$ cat src/rtl/debounce_pkg.sv
// ---------------------------------------------------------------
// debounce_pkg: shared state encodings and default parameters
// Rev 1.0
// ---------------------------------------------------------------
`default_nettype none

package debounce_pkg;

  typedef enum logic [1:0] {
    STABLE_LO = 2'd0,
    CHECK_HI  = 2'd1,
    STABLE_HI = 2'd2,
    CHECK_LO  = 2'd3
  } state_e;

  localparam int DEF_SYNC_STAGES     = 2;
  localparam int DEF_DEBOUNCE_CYCLES = 4;

endpackage

`default_nettype wire

$ cat src/rtl/input_debouncer_sync_chain.sv
// ---------------------------------------------------------------
// sync_chain: multi-flop synchroniser, async active-low reset to 0
// Rev 1.0
// ---------------------------------------------------------------
`default_nettype none

module sync_chain #(
  parameter int WIDTH  = 1,
  parameter int STAGES = 2
) (
  input  logic             clk,
  input  logic             rst_n,
  input  logic [WIDTH-1:0] d_i,
  output logic [WIDTH-1:0] q_o
);

  logic [STAGES-1:0][WIDTH-1:0] chain_q;

  always_ff @(posedge clk or negedge rst_n) begin
    if (!rst_n) begin
      chain_q <= '0;
    end else begin
      chain_q <= {chain_q[STAGES-2:0], d_i};
    end
  end

  assign q_o = chain_q[STAGES-1];

endmodule

`default_nettype wire

$ cat src/rtl/input_debouncer.sv
// ---------------------------------------------------------------
// input_debouncer: synchronise, qualify level changes, flag edges
// Rev 1.0
// ---------------------------------------------------------------
`default_nettype none

module input_debouncer
  import debounce_pkg::*;
#(
  parameter int SYNC_STAGES     = DEF_SYNC_STAGES,
  parameter int DEBOUNCE_CYCLES = DEF_DEBOUNCE_CYCLES
) (
  input  logic clk,
  input  logic reset,
  input  logic d_in,
  output logic level_out,
  output logic rise_pulse,
  output logic fall_pulse,
  output logic busy
);

  localparam int               CNT_W   = $clog2(DEBOUNCE_CYCLES);
  localparam logic [CNT_W-1:0] CNT_MAX = CNT_W'(DEBOUNCE_CYCLES - 1);

  logic             s_w;
  state_e           state_q;
  logic [CNT_W-1:0] cnt_q;
  logic             level_q;
  logic             rise_q;
  logic             fall_q;
  logic             busy_q;

  sync_chain #(
    .WIDTH  (1),
    .STAGES (SYNC_STAGES)
  ) u_sync (
    .clk   (clk),
    .rst_n (reset),
    .d_i   (d_in),
    .q_o   (s_w)
  );

  // Pulses default low every cycle so they can never stretch beyond one clock.
  always_ff @(posedge clk or negedge reset) begin
    if (!reset) begin
      state_q <= STABLE_LO;
      cnt_q   <= '0;
      level_q <= 1'b0;
      rise_q  <= 1'b0;
      fall_q  <= 1'b0;
      busy_q  <= 1'b0;
    end else begin
      rise_q <= 1'b0;
      fall_q <= 1'b0;
      case (state_q)
        STABLE_LO: begin
          if (s_w) begin
            state_q <= CHECK_HI;
            cnt_q   <= CNT_W'(1);
            busy_q  <= 1'b1;
          end
        end
        CHECK_HI: begin
          if (!s_w) begin
            state_q <= STABLE_LO;
            cnt_q   <= '0;
            busy_q  <= 1'b0;
          end else if (cnt_q == CNT_MAX) begin
            state_q <= STABLE_HI;
            cnt_q   <= '0;
            level_q <= 1'b1;
            rise_q  <= 1'b1;
            busy_q  <= 1'b0;
          end else begin
            cnt_q <= cnt_q + 1'b1;
          end
        end
        STABLE_HI: begin
          if (!s_w) begin
            state_q <= CHECK_LO;
            cnt_q   <= CNT_W'(1);
            busy_q  <= 1'b1;
          end
        end
        CHECK_LO: begin
          if (s_w) begin
            state_q <= STABLE_HI;
            cnt_q   <= '0;
            busy_q  <= 1'b0;
          end else if (cnt_q == CNT_MAX) begin
            state_q <= STABLE_LO;
            cnt_q   <= '0;
            level_q <= 1'b0;
            fall_q  <= 1'b1;
            busy_q  <= 1'b0;
          end else begin
            cnt_q <= cnt_q + 1'b1;
          end
        end
        default: begin
          state_q <= STABLE_LO;
          cnt_q   <= '0;
          level_q <= 1'b0;
          busy_q  <= 1'b0;
        end
      endcase
    end
  end

  assign level_out  = level_q;
  assign rise_pulse = rise_q;
  assign fall_pulse = fall_q;
  assign busy       = busy_q;

endmodule

`default_nettype wire

$ cat config.mk
export PLATFORM = sky130hd
export DESIGN_NAME = input_debouncer
export DESIGN_NICKNAME = d
export VERILOG_FILES = /design/src/rtl/debounce_pkg.sv /design/src/rtl/input_debouncer_sync_chain.sv /design/src/rtl/input_debouncer.sv
export SDC_FILE = /design/constraint.sdc
export NUM_CORES = 1
export LEC_CHECK = 0
export BUFFER_PORTS_ARGS = -buffer_cell sky130_fd_sc_hd__buf_2
export CORE_AREA = 3 3 40 42
export CTS_BUF_LIST = sky130_fd_sc_hd__clkbuf_16
export CTS_CLUSTER_SIZE = 10
export DETAILED_ROUTE_END_ITERATION = 8
export DIE_AREA = 0 0 43 45
export GPL_TIMING_DRIVEN = 1
export PLACE_DENSITY_LB_ADDON = 0.1
export SETUP_SLACK_MARGIN = 0.2
export SLEW_MARGIN = 20
export SYNTH_ARGS = -nofsm -noshare
export SYNTH_HDL_FRONTEND = slang
export SYNTH_HIERARCHICAL = 1
export SYNTH_SLANG_ARGS = --single-unit
$ cat constraint.sdc
create_clock -name clk -period 1.18 [get_ports clk]
set_input_delay 0.059 -clock clk [delete_from_list [all_inputs] [get_ports clk]]
set_output_delay 0.059 -clock clk [all_outputs]
set_load 0.03 [all_outputs]
==> flow_summary.ini, run 1 <==
[final_layout]
area.growth.synth_to_final_pct = 43.4
layout_commonest_cell = dfrtp_1
fin_nets = 49
diodes = 0
drive_gt1_share_pct = 42.9
final_cell_mix = 9 x dfrtp_1, 6 x buf_2, 4 x o21ai_0

[setup_path]
critPathLaunch = cnt_q[1]
worstSetupPathType = reg2reg
start_kind = flop
worst-r2r-setup-slack_ns = 0.07
reg2reg_depth = 3
critPathTopFamily = flip-flops
worstPathMaxFanout = 3
cp_data_arrival_time_ns = 1.22
r2r-start = cnt_q[1]
path_cells = ha_2 > nand2_2 > mux2_4
worstPathRequired_ns = 1.29
critPathBufInv = 0
cp_slowest_cell = dfrtp_1
end_kind = flop
cp_slowest_stage_delay_ns = 0.39

[clock_network]
max-clock-path-buffers = 2
cts_buffers = 3
cts_max_level = 1
numClockSinks = 10
root_buffer = clkbuf_16
clk_latency_ns = 0.23
cts_tree = done
cts.clk_slew.worst_paths_ns = 0.04

[floorplan]
die-area_um2 = 1940
die_height_um = 45
num_rows = 13
start_util_pct = 30.8
io_pins = 7
die_w_um = 43
core_area_um2 = 1280

[detailed_routing]
num_vias = 262
antenna_left = 0
via_per_inst = 4.60
dr.pass1.iters = 4
wl_per_cell_um = 12.6
drt_wl_total_um = 717
drt_iter0_markers = 3
drc_errors = 0

[synth]
synth-compound-area-share_pct = 12.0
netlist_area_um2 = 395
ys_seq_area_share_pct = 63.3
synth_cell_types = 15
yosysWarnings = 6
synth-seq-cells = 10
synthCells = 30
synthAdderAreaFrac_pct = 6.33
yosys-mux-area-fraction_pct = 2.85
synth-simple-area-share_pct = 10.4
synth_top_family_by_area = compound AO/OA/AOI/OAI gates
syn_avg_cell_area_um2 = 13.2
synth_xor_xnor_area_share_pct = 4.11
syn_nets = 35

[timing]
finalClockSkew_ns = 0.00102
setup_tns_ns = 0
finalCriticalPeriod_ns = 1.11
grt_setup_unrepaired = true
whs_ns = 0.217
setup_viol_count_final = 0
slew_violations = 0
hold_violations = 0
max_freq_mhz = 902
period_share_pct = 94.0
worstMarginPinSlew_ns = 0.252
relSlewSlack_pct = 83.2

[global_route]
grt_max_degree = 11
grt-ovfl-total = 0
gr-usage-all-layers_pct = 8.35
grt_pass1_wl_mm = 1.10
antenna_found_initial = 0
grt_pass1_vias = 261

[run]
maxCapViolCount = 0

[place]
gp_congestion = 0.718
placement.io_buffers = 6

[hold_path]
hold_path.class = in2async

[power]
p_per_area_nw_per_um2 = 2620
ir_drop_uv = 1270
p_leak_nw = 0.260

[outcome]
status = complete, no violations
[report_power, final]
group / internal (mW) / total, mW / switching (mW) / leakage, nW
combinational: 0.170 / 0.349 / 0.178 / 0.0990
clock: 0.438 / 0.580 / 0.142 / 0.0370
sequential: 0.442 / 0.557 / 0.116 / 0.124
[routing by layer]
| layer | share of wire (%) | track usage [%] | vias to the layer above |
|---|---|---|---|
| li1 | - | - | 128 |
| met1 | 41 | 9.25 | 126 |
| met2 | 50 | 12.3 | 8 |
| met3 | 8.4 | 4.78 | 0 |
| met4 | 0 | 5.42 | 0 |
| met5 | 0 | 0 | - |
[sequential cells by signal, summed over array words and instances, names as in the netlist, named ones only]
register	flops
u_sync/chain_q	1
level_out	1
cnt_q	2
fall_pulse	1
u_sync/q_o	1
state_q	1
busy	1
rise_pulse	1
[Yosys cell counts, drive strengths merged]
cell type | n | area (um2)
a21oi | 1 | 5.00
a31oi | 1 | 6.26
and2 | 1 | 7.51
dfrtp | 10 | 250
ha | 2 | 25.0
inv | 1 | 3.75
mux2 | 1 | 11.3
nand2 | 2 | 7.51
nand2b | 1 | 6.26
nand3 | 1 | 5.00
nor3b | 2 | 15.0
o21a | 1 | 7.51
o21ai | 4 | 20.0
o2bb2ai | 1 | 8.76
xor2 | 1 | 16.3
[area by class of cell]
cell class              instances  area (um2)
fillers                       118         718
flip-flops and latches         10         251
multi-input cells              19         160
clock buffers                   3        75.1
repair buffers                  9        57.6
well taps                      15        18.8
inverters                       1        3.75
[stage by stage]
| step | std cells | util [%] | power (mW) | setup slack [ns] | cell area [um2] |
|---|---|---|---|---|---|
| 2_1_floorplan | 30 | - | 0.804 | 0.121 | 404 |
| 3_3_place_gp | 51 | 35.2 | 0.887 | 0.0826 | 453 |
| 3_5_place_dp | 51 | 35.2 | 0.902 | 0.0794 | 453 |
| 4_1_cts | 56 | 43.0 | 1.50 | 0.0748 | 553 |
| 5_1_grt | 57 | 44.1 | 1.58 | 0.0386 | 567 |
| 6_report | 57 | 44.1 | 1.49 | 0.0711 | 567 |
[worst register-to-register path, stage by stage (launching register included)]
cell and delay, ns:
dfrtp_1 0.39, ha_2 0.22, nand2_2 0.09, mux2_4 0.29
[what timing repair did]
action / 4_1_cts / 5_1_grt
endpoints found under the setup margin: 6 / 8
resized for setup: 1 / 2
pin swaps: 1 / 2
setup buffers: 0 / 1
hold buffers: 2 / 0
hold endpoints to repair: 11 / 0
[cells by family after synthesis]
group                      after synthesis
muxes                                    1
and+or+nand+nor                          7
xor gates and xnor gates                 1
buffers and inverters                    1
AOI/OAI and AO/OA                        8
adders and majority gates                2
DFF                                     10
[worst max path at each step]
stage                end  slack, ns  cells past startpoint
floorplan           flop       0.12                      3
global placement    flop       0.08                      3
detailed placement  flop       0.08                      3
CTS                 flop       0.07                      3
global route        flop       0.04                      3
finish              flop       0.07                      3
(Power assumes the default switching activity.)
==> inputs of run 2 (changes only) <==
--- a/config.mk
+++ b/config.mk
@@ -7,2 +7,3 @@
 export LEC_CHECK = 0
+export ABC_AREA = 1
 export BUFFER_PORTS_ARGS = -buffer_cell sky130_fd_sc_hd__buf_2
@@ -13,3 +14,3 @@
 export DIE_AREA = 0 0 43 45
-export GPL_TIMING_DRIVEN = 1
+export GPL_TIMING_DRIVEN = 0
 export PLACE_DENSITY_LB_ADDON = 0.1
==> constraint.sdc (replaced) <==
create_clock -name clk -period 1.18 [get_ports clk]
set_input_delay 0.236 -clock clk [delete_from_list [all_inputs] [get_ports clk]]
set_output_delay 0.236 -clock clk [all_outputs]
set_load 0.03 [all_outputs]
==> flow_summary.ini, run 2 <==
[outcome]
status = complete, no violations

[final_layout]
largest_register_ffs = 2
largest-register = cnt_q
fin_nets = 65
final_cell_mix = 10 x nand2_1, 10 x dfrtp_1, 5 x inv_1
drive_gt1_share_pct = 30.5
diodes = 0
area.growth.synth_to_final_pct = 44.8
final_util_pct = 47.2

[global_route]
grt_pass1_wl_mm = 1.22
grt-ovfl-total = 0
antenna_found_initial = 0
grt_pass1_vias = 300
grt_max_degree = 11
gr-usage-all-layers_pct = 9.51

[detailed_routing]
drc_errors = 0
num_vias = 320
dr.pass1.iters = 3
drt_wl_total_um = 719
drt_iter0_markers = 2
via_per_inst = 4.32
antenna_left = 0
wl_per_cell_um = 9.72

[floorplan]
core_area_um2 = 1280
start_util_pct = 32.6
num_rows = 13
die_w_um = 43
die_height_um = 45
io_pins = 7
die-area_um2 = 1940

[timing]
grt_setup_unrepaired = true
period_share_pct = 85.1
hold_violations = 0
finalClockSkew_ns = 0.00504
slew_violations = 0
relSlewSlack_pct = 85.6
setup_viol_count_final = 0
finalCriticalPeriod_ns = 1.00
setup_tns_ns = 0
max_freq_mhz = 996
worst_slack_ns = 0.176
worstMarginPinSlew_ns = 0.216

[setup_path]
start_kind = flop
worstPathRequired_ns = 1.30
end_kind = flop
cp_data_arrival_time_ns = 1.12
worstPathMaxFanout = 3
worstSetupPathType = reg2reg

[clock_network]
numClockSinks = 10
cts.clk_slew.worst_paths_ns = 0.04
max-clock-path-buffers = 2
cts_tree = done
cts_buffers = 3
clk_latency_ns = 0.24
cts_max_level = 1
root_buffer = clkbuf_16

[synth]
netlist_area_um2 = 419
syn_avg_cell_area_um2 = 9.31
synth_area_leaders = dfrtp_1 60%, nand2_1 9.9%, ha_1 6.0%
ys_seq_area_share_pct = 59.7
synthCells = 45
synth_cell_types = 13
yosysMostFrequentCell = nand2_1
synth_top_cell_area_share_pct = 59.7
synth-edff-count = 0
synth-seq-cells = 10
yosys.area.top_type = dfrtp_1
syn_nets = 50
synth-async-reset-ratio_pct = 100
synth_ff_type = dfrtp_1
yosysWarnings = 6
yosys-top-cells-count = 11 x nand2_1, 10 x dfrtp_1, 6 x inv_1

[power]
p_leak_nw = 0.318
ir_drop_uv = 1040
p_per_area_nw_per_um2 = 2760
p_total_mw = 1.67

[place]
placement.io_buffers = 6
gp_congestion = 0.799
pre_cts_ws_ns = 0.123
hpwl_um = 535

[hold_path]
hold_path.class = in2reg

[run]
maxCapViolCount = 0
## run 2: changes by cell type after synthesis, sizes merged, moves of 2 or more
cell,before,now
inv,1,8
nand2,2,13
nor2,0,2
nor3,0,2
nor3b,2,0
## run 2: kinds of logic after synthesis
logic type | count (synthesis) | share of synthesized area [%]
fa+ha+maj | 2 | 5.97
compound gates | 5 | 5.97
simple gates | 20 | 21.2
buf+inv | 8 | 7.16
flops | 10 | 59.7
## run 2: layer usage
| layer | routed length (um) | track usage [%] | vias to the layer above |
|---|---|---|---|
| li1 | - | - | 165 |
| met1 | 331 | 10.2 | 142 |
| met2 | 323 | 13.5 | 9 |
| met3 | 44 | 3.59 | 4 |
| met4 | 19 | 10.8 | 0 |
| met5 | 0 | 0 | - |
## run 2: cell type report
type / instances / area [um2]
clock buffers: 3 / 75.1
clock inverters: 1 / 3.75
fillers: 118 / 678
inverters: 8 / 30.0
multi-input cells: 27 / 141
flip-flops and latches: 10 / 250
well taps: 15 / 18.8
repair buffers: 10 / 87.6
## run 2: critical path, cell delays in order (launching register included)
cell and delay, ns:
dfrtp_1 0.39, ha_1 0.29, nand2_1 0.06, nand3b_1 0.10, nand2_1 0.05
## run 2: final timing paths
| check | startpoint | to | slack [ns] | cells after the start |
|---|---|---|---|---|
| worst max-delay path | cnt_q[1] | cnt_q[1] | 0.18 | 4 |
| worst min-delay path | d_in | u_sync/chain_q[0] | 0.10 | 1 |
| worst max register to register | cnt_q[1] | cnt_q[1] | 0.18 | 4 |
| worst min register to register | u_sync/chain_q[0] | u_sync/q_o | 0.34 | 0 |
| max in group asynchronous | reset | cnt_q[1] | 0.61 | 2 |
| min in group asynchronous | reset | fall_pulse | 0.38 | 2 |
## run 2: metrics by stage
| step | std cells | instance area, um2 | hold slack [ns] |
|---|---|---|---|
| after floorplan | 45 | 419 | -0.0596 |
| after global placement | 66 | 468 | 0.101 |
| after detailed placement | 66 | 468 | 0.108 |
| after CTS | 74 | 607 | 0.101 |
| after global routing | 74 | 607 | 0.0994 |
| final | 74 | 607 | 0.103 |
## run 2: what timing repair did
item | 4_1_cts | 5_1_grt
buffers inserted | 3 | 0
hold endpoints to repair | 10 | 0
gates resized for setup | 9 | 1
hold buffers | 1 | 0
endpoints found under the setup margin | 7 | 10
pin swaps | 1 | 0
## run 2: where the power goes
part	leakage [nW]	total (mW)	switching [mW]	internal, mW
registers	0.124	0.535	0.0865	0.448
logic	0.156	0.543	0.292	0.250
clock network	0.0385	0.596	0.152	0.444
total	0.318	1.67	0.531	1.14
